`src/rtl/work_dispatcher.sv`:
```
// Host-side work dispatcher: gathers a 96-byte work unit, drives the SHA block
// through load and solve, then streams a 5-byte result back to the host.
module work_dispatcher #(
    parameter int unsigned LOAD_CYCLES      = 2,
    parameter logic [31:0] MAX_SOLVE_CYCLES = 32'd4294967295
) (
    input  logic         clk,
    input  logic         rst,
    input  logic [7:0]   rx_data,
    input  logic         rx_valid,
    output logic         rx_ready,
    output logic [7:0]   tx_data,
    output logic         tx_valid,
    input  logic         tx_ready,
    input  logic         abort,
    output logic [255:0] midState,
    output logic [511:0] headData,
    output logic         loadState,
    output logic         solveEn,
    input  logic         flag,
    input  logic [31:0]  goldenNonce,
    output logic         busy
);

    typedef enum logic [1:0] {S_RECV, S_LOAD, S_SOLVE, S_REPORT} state_t;

    // A zero load length still holds loadState for one cycle.
    localparam logic [31:0] LOAD_LAST  = (LOAD_CYCLES > 0) ? 32'(LOAD_CYCLES - 1) : '0;
    localparam logic [31:0] SOLVE_LAST = MAX_SOLVE_CYCLES - 32'd1;

    state_t         state_q;
    logic [6:0]     byte_cnt_q;
    logic [31:0]    load_cnt_q;
    logic [31:0]    solve_cnt_q;
    logic [7:0]     status_q;
    logic [31:0]    nonce_q;
    logic [2:0]     tx_idx_q;
    logic [255:0]   midState_q;
    logic [511:0]   headData_q;
    logic           loadState_q;
    logic           solveEn_q;
    logic           tx_valid_q;
    logic [7:0]     tx_data_q;
    logic           busy_q;

    logic           rx_fire;
    logic           tx_fire;
    logic [4:0]     mid_sel;
    logic [6:0]     head_off;
    logic [5:0]     head_sel;
    logic [7:0]     next_byte;

    assign rx_ready  = !rst && (state_q == S_RECV);
    assign rx_fire   = rx_valid && rx_ready;
    assign tx_fire   = tx_valid_q && tx_ready;

    assign midState  = midState_q;
    assign headData  = headData_q;
    assign loadState = loadState_q;
    assign solveEn   = solveEn_q;
    assign tx_valid  = tx_valid_q;
    assign tx_data   = tx_data_q;
    assign busy      = busy_q;

    // Byte k lands MSB-first: slot index counts down from the top of each field.
    always_comb begin
        mid_sel  = ~byte_cnt_q[4:0];
        head_off = byte_cnt_q - 7'd32;
        head_sel = ~head_off[5:0];
        unique case (tx_idx_q)
            3'd0:    next_byte = nonce_q[31:24];
            3'd1:    next_byte = nonce_q[23:16];
            3'd2:    next_byte = nonce_q[15:8];
            default: next_byte = nonce_q[7:0];
        endcase
    end

    always_ff @(posedge clk) begin
        if (rst) begin
            state_q     <= S_RECV;
            byte_cnt_q  <= '0;
            load_cnt_q  <= '0;
            solve_cnt_q <= '0;
            status_q    <= '0;
            nonce_q     <= '0;
            tx_idx_q    <= '0;
            midState_q  <= '0;
            headData_q  <= '0;
            loadState_q <= 1'b0;
            solveEn_q   <= 1'b0;
            tx_valid_q  <= 1'b0;
            tx_data_q   <= '0;
            busy_q      <= 1'b0;
        end else if (abort && state_q != S_RECV) begin
            state_q     <= S_RECV;
            loadState_q <= 1'b0;
            solveEn_q   <= 1'b0;
            tx_valid_q  <= 1'b0;
            busy_q      <= 1'b0;
        end else begin
            unique case (state_q)
                S_RECV: begin
                    if (abort) begin
                        byte_cnt_q <= '0;
                    end else if (rx_fire) begin
                        if (byte_cnt_q < 7'd32)
                            midState_q[{mid_sel, 3'b000} +: 8] <= rx_data;
                        else
                            headData_q[{head_sel, 3'b000} +: 8] <= rx_data;
                        if (byte_cnt_q == 7'd95) begin
                            byte_cnt_q  <= '0;
                            load_cnt_q  <= '0;
                            loadState_q <= 1'b1;
                            busy_q      <= 1'b1;
                            state_q     <= S_LOAD;
                        end else begin
                            byte_cnt_q <= byte_cnt_q + 7'd1;
                        end
                    end
                end
                S_LOAD: begin
                    if (load_cnt_q == LOAD_LAST) begin
                        loadState_q <= 1'b0;
                        solveEn_q   <= 1'b1;
                        solve_cnt_q <= '0;
                        state_q     <= S_SOLVE;
                    end else begin
                        load_cnt_q <= load_cnt_q + 32'd1;
                    end
                end
                S_SOLVE: begin
                    if (flag) begin
                        status_q   <= 8'h01;
                        nonce_q    <= goldenNonce;
                        tx_data_q  <= 8'h01;
                        tx_valid_q <= 1'b1;
                        tx_idx_q   <= '0;
                        solveEn_q  <= 1'b0;
                        state_q    <= S_REPORT;
                    end else if (solve_cnt_q == SOLVE_LAST) begin
                        status_q   <= 8'h00;
                        nonce_q    <= 32'hFFFF_FFFF;
                        tx_data_q  <= 8'h00;
                        tx_valid_q <= 1'b1;
                        tx_idx_q   <= '0;
                        solveEn_q  <= 1'b0;
                        state_q    <= S_REPORT;
                    end else begin
                        solve_cnt_q <= solve_cnt_q + 32'd1;
                    end
                end
                S_REPORT: begin
                    if (tx_fire) begin
                        if (tx_idx_q == 3'd4) begin
                            tx_valid_q <= 1'b0;
                            busy_q     <= 1'b0;
                            state_q    <= S_RECV;
                        end else begin
                            tx_data_q <= next_byte;
                            tx_idx_q  <= tx_idx_q + 3'd1;
                        end
                    end
                end
                default: state_q <= S_RECV;
            endcase
        end
    end

endmodule

```
`config.mk`:
```
export PLATFORM = sky130hd
export DESIGN_NAME = work_dispatcher
export DESIGN_NICKNAME = d
export VERILOG_FILES = /design/src/rtl/work_dispatcher.sv
export SDC_FILE = /design/constraint.sdc
export NUM_CORES = 2
export LEC_CHECK = 0
export ABC_AREA = 1
export BUFFER_PORTS_ARGS = -buffer_cell sky130_fd_sc_hd__buf_2
export CAP_MARGIN = 10
export CORE_AREA = 8 8 313 315
export CTS_CLUSTER_SIZE = 25
export DETAILED_ROUTE_END_ITERATION = 8
export DIE_AREA = 0 0 321 323
export PLACE_DENSITY_LB_ADDON = 0.2
export SYNTH_ARGS = -nofsm -noshare
export SYNTH_HDL_FRONTEND = slang
export SYNTH_SLANG_ARGS = --single-unit
```
`constraint.sdc`:
```
create_clock -name clk -period 3.35 [get_ports clk]
set_input_delay 0.67 -clock clk [delete_from_list [all_inputs] [get_ports clk]]
set_output_delay 0.67 -clock clk [all_outputs]
set_load 0.005 [all_outputs]
```
==> summary.md <==
| Metric | Value |
|---|---|
| Run status | finished, final reports clean |
| Proportion of layout cells with a drive suffix above 1 | 0.2168 |
| Dominant combinational cell family by area after synthesis | simple AND/OR/NAND/NOR gates |
| Share of synthesized cell area in and, or, nand and nor gates | 0.2331 |
| Max-capacitance violation count | 0 |
| Flop and latch count out of synthesis | 888 |
| Worst slew slack as a fraction of its limit | 0.2367 |
| Final instance area | 43980 um2 |
| Share of the clock period used by the worst path | 0.9077 |
| Global-route wire length before repair | 218.7 mm |
| Count of synthesis-stage warnings from yosys | 0 |
| Num CTS Buffers | 96 |
| Via/cell ratio | 5.192 |
| Proportion of synthesized chip area in sequential cells | 0.5035 |
| Clock Pin Slew Worst Setup and Hold Paths | 0.06 ns |
| Vias in the first global route | 32.79k |
| Least-Margin Pin Slew | 1.144 ns |
| CTS Sinks | 888 |
| Compound-Gate Fraction of Synth Area | 0.1913 |
| Most Crowded Layer GR | met2 |
| Mux share of post-synthesis cell area | 0 |
| Die area | 103700 um2 |
| Synth Area in Adders | 0.006025 |
| Total negative setup slack | 0 ns |
| Startpoint kind of the worst setup timing path | flop |
| Total Power Consumption | 22.19 mW |
| Number of I/O port buffers | 826 |
| Count of hold buffers inserted by post-cts repair | 0 |
| DRT antenna net count | 0 |
| Total routing resource utilization after global routing | 0.2738 |
| Unrepaired setup endpoints after global routing | false |
| TritonCTS clock tree | yes |
| Endpoint type of the worst setup path | flop |
| Number of different library cells in the post-synthesis netlist | 39 |
| Internal power | 17.12 mW |
| Endpoints failing hold | 0 |
| Met3 usage in global routing | 0.06523 |
| Fmax | 328.9 MHz |
| Worst hold margin | 0.2715 ns |
| Sum of net half-perimeters after detailed placement | 110.9 mm |
| Overflow after GRT | 0 |
| Clock Skew | 0.01979 ns |
| Starting Density | 0.3806 |
| Min-Delay Path Class | primary input to flop |
| Overall routed net length | 151.5 mm |
| Number of resized instances in the post-cts repair step | 0 |
| Worst VDD drop | 0.3782 mV |
| Global placement routability congestion | 0.9042 |
| Area share of the largest cell type after synthesis | 0.5035 |
| Die width | 321 um |
| Maximum number of pins on one net before global-route repair | 229 |
| Root Buffer Master | sky130_fd_sc_hd__clkbuf_16 |
| Post-synthesis to final-layout area growth | 24.57% |
| Residual DRC count | 0 |
| Part of the power in the clock network | 0.494 |
| Combinational share of power | 0.030 |
| Maximum fanout encountered on the critical timing path | 19 |
| Synthesized instance count | 4743 |
| Number of pins exceeding their max-slew limit in the final report | 0 |
| Maximum clock insertion buffer count | 3 |
| Arrival time at the worst endpoint | 3.54 ns |
| Kind of critical path | flop to flop |
| Most common library cell in the layout ignoring fill and taps | sky130_fd_sc_hd__dfxtp_1 |
| Share of power burned in registers | 0.476 |
| Worst skew pair latency | 0.67 ns |
| Number of ports placed on the die boundary | 827 |
| Total via count after detailed routing | 35.45k |
| Number of buffers inserted by post-CTS setup repair | 0 |
| Post-detailed-placement cell area | 40730 um2 |
| Height of the chip | 323 um |
| Total power per unit cell area | 504.5 nW/um2 |
| Net count reported at finish | 5555 |
| Post-Synth XOR/XNOR Area | 0.004713 |
| Shortest clock period the worst path allows after layout | 3.041 ns |
| Power spent charging and discharging nets | 5.069 mW |
| Prevailing post-synth register cell | sky130_fd_sc_hd__dfxtp_1 |
| 1st-iter DRT viols | 3187 |
| M1 GR Usage | 0.3445 |
| Core region area | 92770 um2 |
| Number of enable-type register cells in the synthesized netlist | 0 |
| Met2 track demand over resource | 0.4529 |
| Post-synthesis area per instance | 7.444 um2 |
| Count of fill cells added during filler insertion | 9562 |
| Post-Synthesis Cell Area | 35310 um2 |
| Site Rows | 112 |
| Area contributors post-synth | sky130_fd_sc_hd__dfxtp_1 50%, sky130_fd_sc_hd__a21oi_1 9.7%, sky130_fd_sc_hd__nor2_1 9.4% |
| Share of synthesized registers carrying an async set or reset | 0 |
| Cell type contributing the most total cell area after synthesis | sky130_fd_sc_hd__dfxtp_1 |
| Number of antenna violations at the first check in global routing | 4 |
| DR pass1 iterations | 6 |
| Count of endpoints failing setup in the final report | 0 |
| Top library cells by usage in the layout, fill and taps aside | 888 x sky130_fd_sc_hd__dfxtp_1, 881 x sky130_fd_sc_hd__nor2_1, 825 x sky130_fd_sc_hd__buf_2, 694 x sky130_fd_sc_hd__nand2_1, 684 x sky130_fd_sc_hd__a21oi_1 |
| H-tree level count | 3 |
| Net switching fraction of the power | 0.2284 |
| Post-Synthesis Net Count | 4806 |
| Routed len/inst | 22.19 um |
| Leakage power figure | 18.72 nW |
| Endpoint required time on the critical path | 3.85 ns |
-- per-stage QoR --
step                instances    util  setup WS (ns)
finish                   6829  0.4741         0.3092
global route             6827  0.4740        0.06155
CTS                      6826  0.4739         0.3055
detailed placement       6648  0.4390         0.2615
global placement         6648  0.4390         0.3079
floorplan                4743       -          1.082
-- synthesized netlist by cell type (4+ instances only) --
master	n
sky130_fd_sc_hd__nand2_1	695
sky130_fd_sc_hd__o21ai_1	16
sky130_fd_sc_hd__nand3_1	185
sky130_fd_sc_hd__a21oi_1	684
sky130_fd_sc_hd__xnor2_1	8
sky130_fd_sc_hd__buf_2	90
sky130_fd_sc_hd__ha_1	17
sky130_fd_sc_hd__nand4_1	66
sky130_fd_sc_hd__nor3b_1	4
sky130_fd_sc_hd__dfxtp_1	888
sky130_fd_sc_hd__o21bai_1	9
sky130_fd_sc_hd__clkbuf_1	168
sky130_fd_sc_hd__nor2_4	17
sky130_fd_sc_hd__buf_1	10
sky130_fd_sc_hd__nor3_1	60
sky130_fd_sc_hd__nor2_1	884
sky130_fd_sc_hd__inv_1	193
sky130_fd_sc_hd__nor2_2	43
sky130_fd_sc_hd__nand2_2	14
sky130_fd_sc_hd__o21ai_0	580
sky130_fd_sc_hd__clkinv_1	4
sky130_fd_sc_hd__xor2_1	11
sky130_fd_sc_hd__buf_4	22
sky130_fd_sc_hd__inv_2	26
sky130_fd_sc_hd__o21a_1	4
sky130_fd_sc_hd__a211oi_1	28
-- worst max-delay path, cell delays in order, from the launching register on --
cell and delay (ns):
sky130_fd_sc_hd__dfxtp_1 0.44, sky130_fd_sc_hd__ha_1 0.21, sky130_fd_sc_hd__nand2_1 0.07, sky130_fd_sc_hd__inv_2 0.10, sky130_fd_sc_hd__nor2_4 0.07, sky130_fd_sc_hd__inv_2 0.36, sky130_fd_sc_hd__nand4_2 0.38, sky130_fd_sc_hd__nor2_2 0.62
sky130_fd_sc_hd__nand2_1 0.39, sky130_fd_sc_hd__nand2_1 0.15, sky130_fd_sc_hd__a21oi_1 0.07
-- final cells by class --
cell class	instances	area, um2	area share
tap	1254	1569	0.03568
clock inverter	30	345.3	0.007852
inverter	224	850.8	0.01935
clock buffer	148	2894	0.06580
timing repair buffer	945	5137	0.1168
antenna	3	7.507	0.0001707
multi-input combinational	3337	15400	0.3501
sequential	888	17780	0.4042
-- path summary, 6_finish.rpt --
kind,from,to,slack [ns],cells past startpoint
max,byte_cnt_q[0],headData[499],0.31,10
min,goldenNonce[15],nonce_q[15],0.27,3
max reg2reg,byte_cnt_q[0],headData[499],0.31,10
min reg2reg,midState[1],midState[1],0.44,2
-- flip-flops by register name, summed over array words and instances, names as in the netlist --
name,flops
byte_cnt_q,7
tx_idx_q,3
busy,1
loadState,1
tx_data,8
solve_cnt_q,32
solveEn,1
load_cnt_q,32
midState,256
tx_valid,1
headData,512
nonce_q,32
state_q,2
-- cell families (layout without fill, tap and decap cells) --
logic type,after synthesis,count (layout)
adders and majority gates,17,17
and+or+nand+nor,1976,1976
DFF,888,888
buffers and inverters,518,1347
xor gates and xnor gates,19,19
AOI/OAI and AO/OA,1325,1325
other,0,3
-- power by group through the flow --
stage | registers [mW] | logic [mW] | clock network [mW]
after global routing | 10.6 | 0.703 | 11.5
after floorplan | 10.8 | 0.351 | 0
after detailed placement | 10.8 | 0.650 | 0
after CTS | 10.6 | 0.651 | 11.2
after global placement | 10.8 | 0.653 | 0
final | 10.6 | 0.656 | 11.0
-- routing by layer --
layer  wire length, um  vias up
li1                  -    17230
met5                13        -
met4              5790        2
met2             70620     1300
met1             63190    16690
met3             11900      234
No activity file was read; power rests on OpenSTA's default activity.
